## config.mk

```make
export PLATFORM = sky130hd
export DESIGN_NAME = gf2_rref_reducer
export DESIGN_NICKNAME = d
export VERILOG_FILES = /design/src/rtl/gf2_rref_reducer.sv
export SDC_FILE = /design/constraint.sdc
export NUM_CORES = 1
export LEC_CHECK = 0
export BUFFER_PORTS_ARGS = -buffer_cell sky130_fd_sc_hd__buf_2
export CELL_PAD_IN_SITES_DETAIL_PLACEMENT = 1
export CELL_PAD_IN_SITES_GLOBAL_PLACEMENT = 1
export CORE_AREA = 2 2 191 240
export DETAILED_ROUTE_END_ITERATION = 8
export DIE_AREA = 0 0 193 242
export GPL_TIMING_DRIVEN = 0
export PLACE_DENSITY = 0.75
export SYNTH_ARGS = -nofsm -noshare
export SYNTH_HDL_FRONTEND = slang
export SYNTH_SLANG_ARGS = --single-unit
```

## constraint.sdc

```tcl
create_clock -name clk -period 9.4 [get_ports clk]
set_input_delay 1.41 -clock clk [delete_from_list [all_inputs] [get_ports clk]]
set_output_delay 1.41 -clock clk [all_outputs]
set_load 0.1 [all_outputs]
```

## src/rtl/gf2_rref_reducer.sv

```systemverilog
// Sequential Gauss-Jordan eliminator over GF(2).
// Reduces an augmented matrix one variable column at a time, then aligns pivot rows
// so that RREF row c belongs to variable c, and flags free variables and inconsistency.
module gf2_rref_reducer #(
    parameter int unsigned ROWS = 8,
    parameter int unsigned COLS = 8
) (
    input  logic            clk,
    input  logic            rst_n,
    input  logic            start,
    input  logic [COLS-1:0] A [ROWS],
    output logic [COLS-1:0] RREF [COLS-1],
    output logic [COLS-2:0] free_mask,
    output logic            inconsistent,
    output logic            busy,
    output logic            done
);

    localparam int unsigned VARS = COLS - 1;
    localparam int unsigned ColW = $clog2(COLS);
    localparam int unsigned PrW  = $clog2(ROWS + 1);

    typedef enum logic [2:0] {
        StIdle,
        StPivot,
        StElim,
        StAlign,
        StDone
    } state_e;

    state_e              state_q, state_d;
    logic [COLS-1:0]     w_q [ROWS];
    logic [COLS-1:0]     w_d [ROWS];
    logic [ColW-1:0]     col_q, col_d;
    logic [PrW-1:0]      pr_q, pr_d;
    logic [VARS-1:0]     free_q, free_d;     // indexed by variable number
    logic [PrW-1:0]      piv_q [VARS];
    logic [PrW-1:0]      piv_d [VARS];
    logic [COLS-1:0]     rref_q [VARS];
    logic [COLS-1:0]     rref_d [VARS];
    logic [VARS-1:0]     fm_q, fm_d;
    logic                inc_q, inc_d;

    logic [ColW-1:0]     bsel;
    logic                found;
    logic [PrW-1:0]      sel;
    logic [COLS-1:0]     pr_row;
    logic [COLS-1:0]     sel_row;
    logic                last_col;

    // Bit position of the current variable column inside a row.
    assign bsel     = ColW'(COLS - 1) - col_q;
    assign last_col = (col_q == ColW'(VARS - 1));

    // Lowest row at or below pr with a one in the current column; empty once pr == ROWS.
    always_comb begin
        found = 1'b0;
        sel   = '0;
        for (int r = int'(ROWS) - 1; r >= 0; r--) begin
            if ((PrW'(r) >= pr_q) && w_q[r][bsel]) begin
                found = 1'b1;
                sel   = PrW'(r);
            end
        end
    end

    // Row multiplexers for the current pivot slot and the selected candidate row.
    always_comb begin
        pr_row  = '0;
        sel_row = '0;
        for (int r = 0; r < int'(ROWS); r++) begin
            if (PrW'(r) == pr_q) pr_row = w_q[r];
            if (PrW'(r) == sel)  sel_row = w_q[r];
        end
    end

    // Next-state logic and control outputs.
    always_comb begin
        state_d = state_q;
        w_d     = w_q;
        col_d   = col_q;
        pr_d    = pr_q;
        free_d  = free_q;
        piv_d   = piv_q;
        rref_d  = rref_q;
        fm_d    = fm_q;
        inc_d   = inc_q;
        busy    = (state_q != StIdle);
        done    = 1'b0;

        unique case (state_q)
            StIdle: begin
                if (start) begin
                    for (int r = 0; r < int'(ROWS); r++) w_d[r] = A[r];
                    col_d   = '0;
                    pr_d    = '0;
                    free_d  = '0;
                    state_d = StPivot;
                end
            end

            StPivot: begin
                if (!found) begin
                    for (int c = 0; c < int'(VARS); c++) begin
                        if (ColW'(c) == col_q) free_d[c] = 1'b1;
                    end
                    col_d   = col_q + ColW'(1);
                    state_d = last_col ? StAlign : StPivot;
                end else begin
                    // Swap candidate into the pivot slot; harmless when sel == pr.
                    for (int r = 0; r < int'(ROWS); r++) begin
                        if (PrW'(r) == pr_q) w_d[r] = sel_row;
                        if (PrW'(r) == sel)  w_d[r] = pr_row;
                    end
                    state_d = StElim;
                end
            end

            StElim: begin
                for (int r = 0; r < int'(ROWS); r++) begin
                    if ((PrW'(r) != pr_q) && w_q[r][bsel]) w_d[r] = w_q[r] ^ pr_row;
                end
                for (int c = 0; c < int'(VARS); c++) begin
                    if (ColW'(c) == col_q) piv_d[c] = pr_q;
                end
                pr_d    = pr_q + PrW'(1);
                col_d   = col_q + ColW'(1);
                state_d = last_col ? StAlign : StPivot;
            end

            StAlign: begin
                for (int c = 0; c < int'(VARS); c++) begin
                    rref_d[c] = '0;
                    if (!free_q[c]) begin
                        for (int r = 0; r < int'(ROWS); r++) begin
                            if (PrW'(r) == piv_q[c]) rref_d[c] = w_q[r];
                        end
                    end
                    fm_d[VARS-1-c] = free_q[c];
                end
                // Rows past the rank have zero variable bits; any RHS one is a contradiction.
                inc_d = 1'b0;
                for (int r = 0; r < int'(ROWS); r++) begin
                    if (PrW'(r) >= pr_q) inc_d = inc_d | w_q[r][0];
                end
                state_d = StDone;
            end

            StDone: begin
                done    = 1'b1;
                state_d = StIdle;
            end

            default: begin
                state_d = StIdle;
            end
        endcase
    end

    // State, working matrix and result registers.
    always_ff @(posedge clk or negedge rst_n) begin
        if (!rst_n) begin
            state_q <= StIdle;
            col_q   <= '0;
            pr_q    <= '0;
            free_q  <= '0;
            fm_q    <= '0;
            inc_q   <= 1'b0;
            for (int r = 0; r < int'(ROWS); r++) w_q[r] <= '0;
            for (int c = 0; c < int'(VARS); c++) begin
                piv_q[c]  <= '0;
                rref_q[c] <= '0;
            end
        end else begin
            state_q <= state_d;
            col_q   <= col_d;
            pr_q    <= pr_d;
            free_q  <= free_d;
            fm_q    <= fm_d;
            inc_q   <= inc_d;
            for (int r = 0; r < int'(ROWS); r++) w_q[r] <= w_d[r];
            for (int c = 0; c < int'(VARS); c++) begin
                piv_q[c]  <= piv_d[c];
                rref_q[c] <= rref_d[c];
            end
        end
    end

    // Registered results drive the outputs directly.
    always_comb begin
        for (int c = 0; c < int'(VARS); c++) RREF[c] = rref_q[c];
        free_mask    = fm_q;
        inconsistent = inc_q;
    end

endmodule

```

Yosys cells after proc, flatten, opt, wreduce, memory -nomap -nowiden
Cells that the tools add are included.
{"block": "classes", "n_addsub": 3, "magnitude_cmp": 9, "eq_ne": 107, "n_mux": 173, "bitwise_logic": 15, "reduce_logical": 56}
{"op": "two-way mux 8 bit", "n": 103}
{"op": "case mux 64 bit (3 select lines)", "n": 1}
{"op": "equality test 3 x 4 -> 1 bit (first input constant)", "n": 36}
{"op": "two-way mux 64 bit", "n": 2}
{"op": "equality test 2 x 4 -> 1 bit (first input constant)", "n": 18}
{"op": "bitwise XOR 8 bit", "n": 8}
{"op": "AND reduction 5 bit", "n": 8}
{"op": "two-way mux 1 bit", "n": 39}
{"op": "equality test 1 x 4 -> 1 bit (first input constant)", "n": 9}
{"op": "zero test 4 bit", "n": 9}
{"op": "inequality test 2 bit (second input constant)", "n": 18}
{"op": "two-way mux 4 bit", "n": 7}
{"op": "AND reduction 4 bit", "n": 7}
{"op": "binary-select mux 1 bit (select 3 bit)", "n": 8}
{"op": "inequality test 3 bit (second input constant)", "n": 8}
{"op": ">= comparator 3 x 4 -> 1 bit (first input constant)", "n": 4}
{"op": "logical AND 1 bit", "n": 16}
{"op": "inequality test 3 x 4 -> 1 bit (first input constant)", "n": 4}
{"op": "AND reduction 2 bit", "n": 8}
{"op": "two-way mux 3 bit", "n": 5}
{"op": "two-way mux 7 bit", "n": 2}
{"op": "case mux 7 bit (2 select lines)", "n": 1}
{"op": "case mux 3 bit (4 select lines)", "n": 1}
{"op": "equality test 3 bit (first input constant)", "n": 3}
{"op": "other kinds (22)", "n": 38}
{"block": "totals", "input_bits": 67, "regBits": 173, "out_inout_bits": 66}

Depth between registers and ports, before layout
Gate-level depths: netlist (run 1).
{"block": "depth", "depth_word": 25, "ltp_mapped": 15, "ltp_nobuf": 11}

Worst setup path after synthesis (run 1)
No wires, ideal clock.
{"block": "synth_path", "path_kind": "reg2out", "startpoint": "register state_q[1]", "endpoint": "output done", "required_time_ns": 7.990, "setup_slack_ns": 5.337, "n_path_buf": 1, "arrival_time_ns": 2.653, "path_stages_with_launch": 3, "path_cell_list": "dfrtp_1 clkbuf_1 nor3_1"}
{"block": "synth_via", "elab_chain_cells": 2}
{"element": "start, declared", "line_no": "31", "source": "state_e state_q, state_d;"}
{"element": "start signal, assigned", "line_no": "163", "source": "state_q <= StIdle;"}
{"element": "start signal, assigned", "line_no": "175", "source": "state_q <= state_d;"}
{"element": "equality test 3 bit", "line_no": "91", "source": "unique case (state_q)"}
{"element": "two-way mux 1 bit", "line_no": "91"}
{"element": "end, declared", "line_no": "16", "source": "output logic done"}
Every way passes these cells.

Final worst setup path (run 1)
{"block": "layout_path", "startpoint": "register pr_q[0]", "endpoint": "register w_q[54] (netlist bit)"}
{"block": "layout_via", "elab_chain_cells": 23, "word_cells_on_any_way": 76, "classes_between": "8 x order compare; 18 x eq/ne; 37 x mux; 1 x bitwise; 12 x reduce/logical"}
{"element": "start, declared", "line_no": "35", "source": "logic [PrW-1:0] pr_q, pr_d;"}
{"element": "start signal, assigned", "line_no": "177", "source": "pr_q <= pr_d;"}
{"element": ">= comparator 3 x 4 -> 1 bit", "line_no": "60", "source": "if ((PrW'(r) >= pr_q) && w_q[r][bsel]) begin"}
{"element": "logical AND 1 bit", "line_no": "60"}
{"element": "two-way mux 3 bit (2 in series)", "line_no": "60"}
{"element": "two-way mux 4 bit (6 in series)", "line_no": "60"}
{"element": "zero test 4 bit", "line_no": "73", "source": "if (PrW'(r) == sel) sel_row = w_q[r];"}
{"element": "two-way mux 8 bit (8 in series)", "line_no": "73"}
{"element": "two-way mux 8 bit", "line_no": "112", "source": "if (PrW'(r) == pr_q) w_d[r] = sel_row;"}
{"element": "two-way mux 8 bit", "line_no": "113", "source": "if (PrW'(r) == sel) w_d[r] = pr_row;"}
{"element": "two-way mux 64 bit", "line_no": "103", "source": "if (!found) begin"}
{"element": "case mux 64 bit (3 select lines)", "line_no": "91"}
{"element": "end, declared", "line_no": "32", "source": "logic [COLS-1:0] w_q [ROWS];"}
Several ways; a longest one is shown, not always the timed one. The select of a mux whose other input is x is not followed.
A chain may end at the register's enable or synchronous reset.

==> results.toml, run 1 <==
[timing]
slew_violations = 0
fin_crit_sh = 0.5974
min_period_ns = 5.615
finalSetupViolCount = 0
hold_viol_final = 0
tightestPinTransition_ns = 1.385
setup_tns_ns = 0
slew_headroom = 0.07652
fin_worst_skew_ns = 0.01730
rsz0062_at_grt = "false"
clock.fmax_ghz = 0.1781

[logic_synthesis]
synth_area_leaders = "dfrtp_1, mux2i_1, nand2_1, o21ai_0, clkbuf_1"
seq_area_frac_synth = 0.2804
async_flop_share = 1.000
yosysTopAreaCell = "dfrtp_1"
synth_top_cell_area_share = 0.2804
syn_avg_cell_area_um2 = 8.091
synth_nets = 1984
synth_enable_flop_cells = 0
synth_flop_cell = "dfrtp_1"
ys_ff_latch = 173
yosysUniqueCellTypes = 102
yosys_warnings = 0
netlist_area_um2 = 15440
synth_cells = 1908

[clock_network]
cts_hold_buf = 0
cts_buffer_depth = 2
numCtsBuffers = 17
cts_sinks = 173
worstSkewPairLatency_ns = 0.51
cts_resized = 0
htreeDepth = 4
cts.clk_slew.worst_paths_ns = 0.08
root_buffer = "clkbuf_16"
post_cts_buffers = 0
cts_tree = "built"

[global_routing]
grt_pass1_wl_mm = 136.7
grt_usage = 0.4160
grt_antenna_before_repair = 6
first_global_vias = 18285
overflow = 0
grt_max_degree = 94

[min_path]
hold_end = "RREF[50]$_DFFE_PN0P_"
min_path_cells = 2
hp-class = "reg -> reg"
min-delay-start = "RREF[50]$_DFFE_PN0P_"

[place]
routabilityCongestion = 1.048
io_buffers = 132
hpwl_mm = 73.42

[detailed_routing]
drt-initial-drc-count = 2273
viasPerCell = 6.894
ant_nets = 0
routed_wirelength_mm = 97.31
dr.pass1.iters = 8
avgRoutedWirePerCell_um = 36.69
vias = 18284
drc = 0

[critical_path]
rr_startpoint = "pr_q[0]$_DFFE_PN0P_"
worst_setup_path_start_kind = "flop"
slowest_delay_ns = 0.92
arrival_ns = 5.99
crit_slowest_cell = "o21ai_1"
critPathRequiredTime_ns = 9.77
critical_path_class = "reg -> reg"
r2r-end = "w_q[54]$_DFFE_PN0P_"
crit_fanout = 10
r2r_slack_ns = 3.78
crit_chain = "clkbuf_1 -> inv_1 -> ha_1 -> nor3b_1 -> and3_1 -> buf_2 -> o21ai_1 -> o21ai_0 -> a211oi_2 -> clkbuf_1 -> nor2_1 -> a21oi_1"
crit_top_cell = "clkbuf_1"
end_kind = "flop"
ff2ff_path_depth = 12

[floorplan]
dieArea_um2 = 46710
initial_core_util = 0.3459
die_w_um = 193
core_area_um2 = 44630
rows = 87
io_pins = 133
die_y_um = 242

[status]
status = "completed"

[layout]
final_cell_mix = "nand2_1, dfrtp_1, o21ai_0"
fillers = 5470
layout_commonest_cell = "nand2_1"
nets = 2136
layout-drive-gt1-share = 0.1399
final_util = 0.3915
area_delta_synth_final_pct = 13.20

[job]
maxCapViolations = 0
[final cells by class]
type | instances | area, um^2 | area share
multi-input cells | 1498 | 10110 | 0.5788
diodes | 1 | 2.502 | 0.0001432
repair buffers | 133 | 698.2 | 0.03995
clock buffers | 17 | 425.4 | 0.02434
well taps | 578 | 723.2 | 0.04139
inverters | 24 | 90.09 | 0.005155
plain buffers | 213 | 909.6 | 0.05205
clock inverters | 15 | 181.4 | 0.01038
flip-flops and latches | 173 | 4329 | 0.2477
[cells by family after synthesis]
kind of cell               synth area share
AOI/OAI and AO/OA                    0.3069
DFF                                  0.2804
and+or+nand+nor                      0.1879
xor gates and xnor gates            0.02156
adders and majority gates          0.007295
muxes                                0.1311
buffers and inverters               0.06476
[critical path: cells and delay by family (launching register included)]
kind                       cells  cell delay, ns
AOI/OAI and AO/OA              4            2.43
buffers and inverters          4            1.72
DFF                            1            0.51
and+or+nand+nor                3            0.43
adders and majority gates      1            0.39
[cell usage after synthesis (all sizes together), types with 10 or more instances]
cell type	number
xor2	17
o2111ai	14
xnor2	21
mux2	14
nor2	151
nor3	71
mux2i	146
a21oi	88
o31ai	11
a22o	52
a31oi	34
a221o	28
nor2b	28
nand3	50
o21ai	191
buf	56
clkbuf	157
dfrtp	173
inv	22
nand2	232
a222oi	10
or3	11
o211ai	20
a22oi	35
mux4	18
o221ai	41
a211oi	17
a221oi	28
nand4	16
o22ai	31
[registers in the layout, summed over array words and instances (netlist names), 3 cells and up]
register and count:
RREF 56, col_q 3, free_mask 7, free_q 7
piv_q 28, pr_q 4, state_q 3, w_q 64
[metrics by stage]
step | cells | instance area (um^2) | setup slack, ns | hold slack (ns)
after floorplan | 1908 | 15440 | 5.337 | 0.4538
after global placement | 2618 | 16820 | 3.764 | 0.4564
after detailed placement | 2619 | 16860 | 4.169 | 0.4621
after CTS | 2651 | 17470 | 4.098 | 0.4819
after global routing | 2651 | 17470 | 3.868 | 0.5076
final | 2652 | 17470 | 3.785 | 0.4756
[metal layers]
layer / vias to the layer above / track usage / share of wire
met3: 430 / 0.09605 / 0.087
met4: 0 / 0.3211 / 0.093
met2: 1210 / 0.6484 / 0.45
met1: 9148 / 0.4901 / 0.37
met5: - / 0 / 0
li1: 7496 / - / -
[how the worst max path moves through the flow]
| stage | from | end | slack (ns) |
|---|---|---|---|
| global route | pr_q[0]$_DFFE_PN0P_ | w_q[22]$_DFFE_PN0P_ | 3.87 |
| global placement | rst_n | pr_q[0]$_DFFE_PN0P_ | 3.76 |
| detailed placement | pr_q[0]$_DFFE_PN0P_ | w_q[54]$_DFFE_PN0P_ | 4.17 |
| floorplan | state_q[1]$_DFFE_PN0P_ | done | 5.34 |
| finish | pr_q[0]$_DFFE_PN0P_ | w_q[54]$_DFFE_PN0P_ | 3.78 |
| CTS | pr_q[0]$_DFFE_PN0P_ | w_q[2]$_DFFE_PN0P_ | 4.10 |
Power of run 1 is left out: the tool's default activity adds up to more than one toggle a clock period on the data nets, which glitch-free logic cannot reach.
==> inputs of run 2 (changes only) <==
==> config.mk (replaced) <==
export PLATFORM = sky130hd
export DESIGN_NAME = gf2_rref_reducer
export DESIGN_NICKNAME = d
export VERILOG_FILES = /design/src/rtl/gf2_rref_reducer.sv
export SDC_FILE = /design/constraint.sdc
export NUM_CORES = 1
export LEC_CHECK = 0
export ABC_AREA = 1
export BUFFER_PORTS_ARGS = -buffer_cell sky130_fd_sc_hd__buf_2
export CELL_PAD_IN_SITES_DETAIL_PLACEMENT = 1
export CELL_PAD_IN_SITES_GLOBAL_PLACEMENT = 1
export CORE_AREA = 2 2 184 231
export DETAILED_ROUTE_END_ITERATION = 8
export DIE_AREA = 0 0 186 233
export GPL_TIMING_DRIVEN = 0
export PLACE_DENSITY = 0.79
export SYNTH_ARGS = -nofsm -noshare
export SYNTH_HDL_FRONTEND = slang
export SYNTH_SLANG_ARGS = --single-unit
==> constraint.sdc (replaced) <==
create_clock -name clk -period 5.3 [get_ports clk]
set_input_delay 0.795 -clock clk [delete_from_list [all_inputs] [get_ports clk]]
set_output_delay 0.795 -clock clk [all_outputs]
set_load 0.1 [all_outputs]
==> results.toml, run 2 <==
[floorplan]
dieArea_um2 = 43340
core_area_um2 = 41020
die_w_um = 186
die_y_um = 233
rows = 83
io_pins = 133
initial_core_util = 0.3482

[timing]
tightestPinTransition_ns = 1.371
whs_ns = 0.2258
slew_violations = 0
finalSetupViolCount = 0
slew_headroom = 0.06247
clock.fmax_ghz = 0.2233
hold_viol_final = 0
fin_crit_sh = 0.8451
rsz0062_at_grt = "false"
setup_tns_ns = 0
fin_worst_skew_ns = 0.01666
min_period_ns = 4.479

[critical_path]
r2r_slack_ns = 0.82
arrival_ns = 4.84
rr_startpoint = "pr_q[0]$_DFFE_PN0P_"
ff2ff_path_depth = 14
end_kind = "flop"
critPathRequiredTime_ns = 5.66
critical_path_class = "reg -> reg"
worst_setup_path_start_kind = "flop"
r2r-end = "w_q[4]$_DFFE_PN0P_"
crit_fanout = 11

[logic_synthesis]
netlist_area_um2 = 14280
synth_flop_cell = "dfrtp_1"
yosysUniqueCellTypes = 46
seq_area_frac_synth = 0.3031
synth_enable_flop_cells = 0
synth_top_family_by_area = "compound AO/OA/AOI/OAI gates"
syn_avg_cell_area_um2 = 6.360
synth_cells = 2246
synth_common_cells = "nand2_1, o21ai_0, nor2_1, a21oi_1, inv_1"
synth_area_leaders = "dfrtp_1, nand2_1, o21ai_0, a21oi_1, nor2_1"
ys_ff_latch = 173
yosysTopAreaCell = "dfrtp_1"
synthMuxAreaShare = 0
async_flop_share = 1.000
synth.most_common_cell = "nand2_1"
synthSimpleGateAreaFrac = 0.2805
synth_top_cell_area_share = 0.3031
synth_nets = 2322
yosys_warnings = 0
synth-compound-area-share = 0.3040
synth-xor-area-share = 0.004292
synthAdderAreaFrac = 0.007883

[clock_network]
cts_tree = "built"
root_buffer = "clkbuf_16"
cts_resized = 0
cts_sinks = 173
worstSkewPairLatency_ns = 0.50
cts_buffer_depth = 2
htreeDepth = 4
post_cts_buffers = 0
cts_hold_buf = 0
numCtsBuffers = 17
cts.clk_slew.worst_paths_ns = 0.08

[detailed_routing]
drc = 0
routed_wirelength_mm = 85.86
dr.pass1.iters = 5
ant_nets = 0
vias = 17974
viasPerCell = 6.064
drt-initial-drc-count = 1511
avgRoutedWirePerCell_um = 28.97

[global_routing]
overflow = 0
grt_usage = 0.3990
first_global_vias = 18414
grt_antenna_before_repair = 1
grt_pass1_wl_mm = 122.3
grt_max_degree = 103

[layout]
layout_commonest_cell = "nand2_1"
area_delta_synth_final_pct = 13.80
nets = 2475
final_util = 0.3963
layout-drive-gt1-share = 0.1148
top_register = "w_q"
final_cell_mix = "nand2_1, o21ai_0, nor2_1"
largest_reg_flops = 64
diodes = 0

[place]
routabilityCongestion = 0.9905
hpwl_mm = 68.23
io_buffers = 132

[status]
status = "completed"

[job]
maxCapViolations = 0

[min_path]
hp-class = "in -> async"
-- run 2: cell types whose count changed in the layout (fill, tap and decap cells not counted), sizes merged, moves of 30 or more --
| cell | previous run | this run |
|---|---|---|
| nand2 | 232 | 632 |
| inv | 27 | 243 |
| mux2i | 146 | 0 |
| o21ai | 191 | 312 |
| a21oi | 88 | 200 |
| clkbuf | 174 | 91 |
| nor2 | 151 | 229 |
| nor3 | 71 | 9 |
| a22o | 52 | 0 |
| a22oi | 35 | 5 |
-- run 2: worst max path at each step --
stage,from,end,depth (start not counted)
after floorplan,pr_q[0]$_DFFE_PN0P_,w_q[51]$_DFFE_PN0P_,18
after global placement,rst_n,piv_q[22]$_DFFE_PN0P_,1
after detailed placement,pr_q[0]$_DFFE_PN0P_,w_q[4]$_DFFE_PN0P_,14
after CTS,pr_q[0]$_DFFE_PN0P_,w_q[4]$_DFFE_PN0P_,14
after global routing,pr_q[0]$_DFFE_PN0P_,w_q[58]$_DFFE_PN0P_,14
final,pr_q[0]$_DFFE_PN0P_,w_q[4]$_DFFE_PN0P_,14
-- run 2: cell families (layout without fill, tap and decap cells) --
| group | Yosys count | count (layout) |
|---|---|---|
| buf+inv | 358 | 524 |
| compound gates | 728 | 728 |
| flops | 173 | 173 |
| xor+xnor | 7 | 7 |
| simple gates | 971 | 971 |
| fa+ha+maj | 9 | 9 |
-- run 2: cell type report --
cell class / count / area (um^2)
fill: 5488 / 24770
multi-input combinational: 1715 / 8531
sequential: 173 / 4329
inverter: 244 / 925.9
timing repair buffer: 134 / 703.2
tap: 552 / 690.7
buffer: 114 / 506.7
clock buffer: 17 / 425.4
clock inverter: 15 / 143.9
-- run 2: critical path, stage by stage (launching register included) --
cell and delay [ns]:
dfrtp_1 0.43, inv_1 0.14, clkbuf_1 0.43, ha_1 0.26, inv_1 0.08, nor2_1 0.58, inv_1 0.18, clkbuf_1 0.27
o211ai_1 0.22, nand3_1 0.15, o21ai_1 0.51, inv_2 0.28, buf_2 0.30, o211ai_1 0.37, a22oi_1 0.12
-- run 2: per-layer routing --
layer | wire (um) | track usage | vias to the layer above | share of wire
li1 | - | - | 7949 | -
met1 | 32690 | 0.4544 | 8906 | 0.38
met2 | 39950 | 0.6510 | 822 | 0.47
met3 | 4643 | 0.05556 | 295 | 0.054
met4 | 8560 | 0.3489 | 2 | 0.10
met5 | 12 | 0 | - | 0.00014
-- run 2: stage by stage --
stage / cell area (um^2) / worst slack, ns / cells
after global routing: 16260 / 0.6008 / 2964
after floorplan: 14290 / 2.519 / 2246
final: 16260 / 0.8208 / 2964
after CTS: 16240 / 0.8874 / 2963
after detailed placement: 15670 / 0.9087 / 2931
after global placement: 15640 / 0.4379 / 2930
Power of run 2 is left out for the same reason.
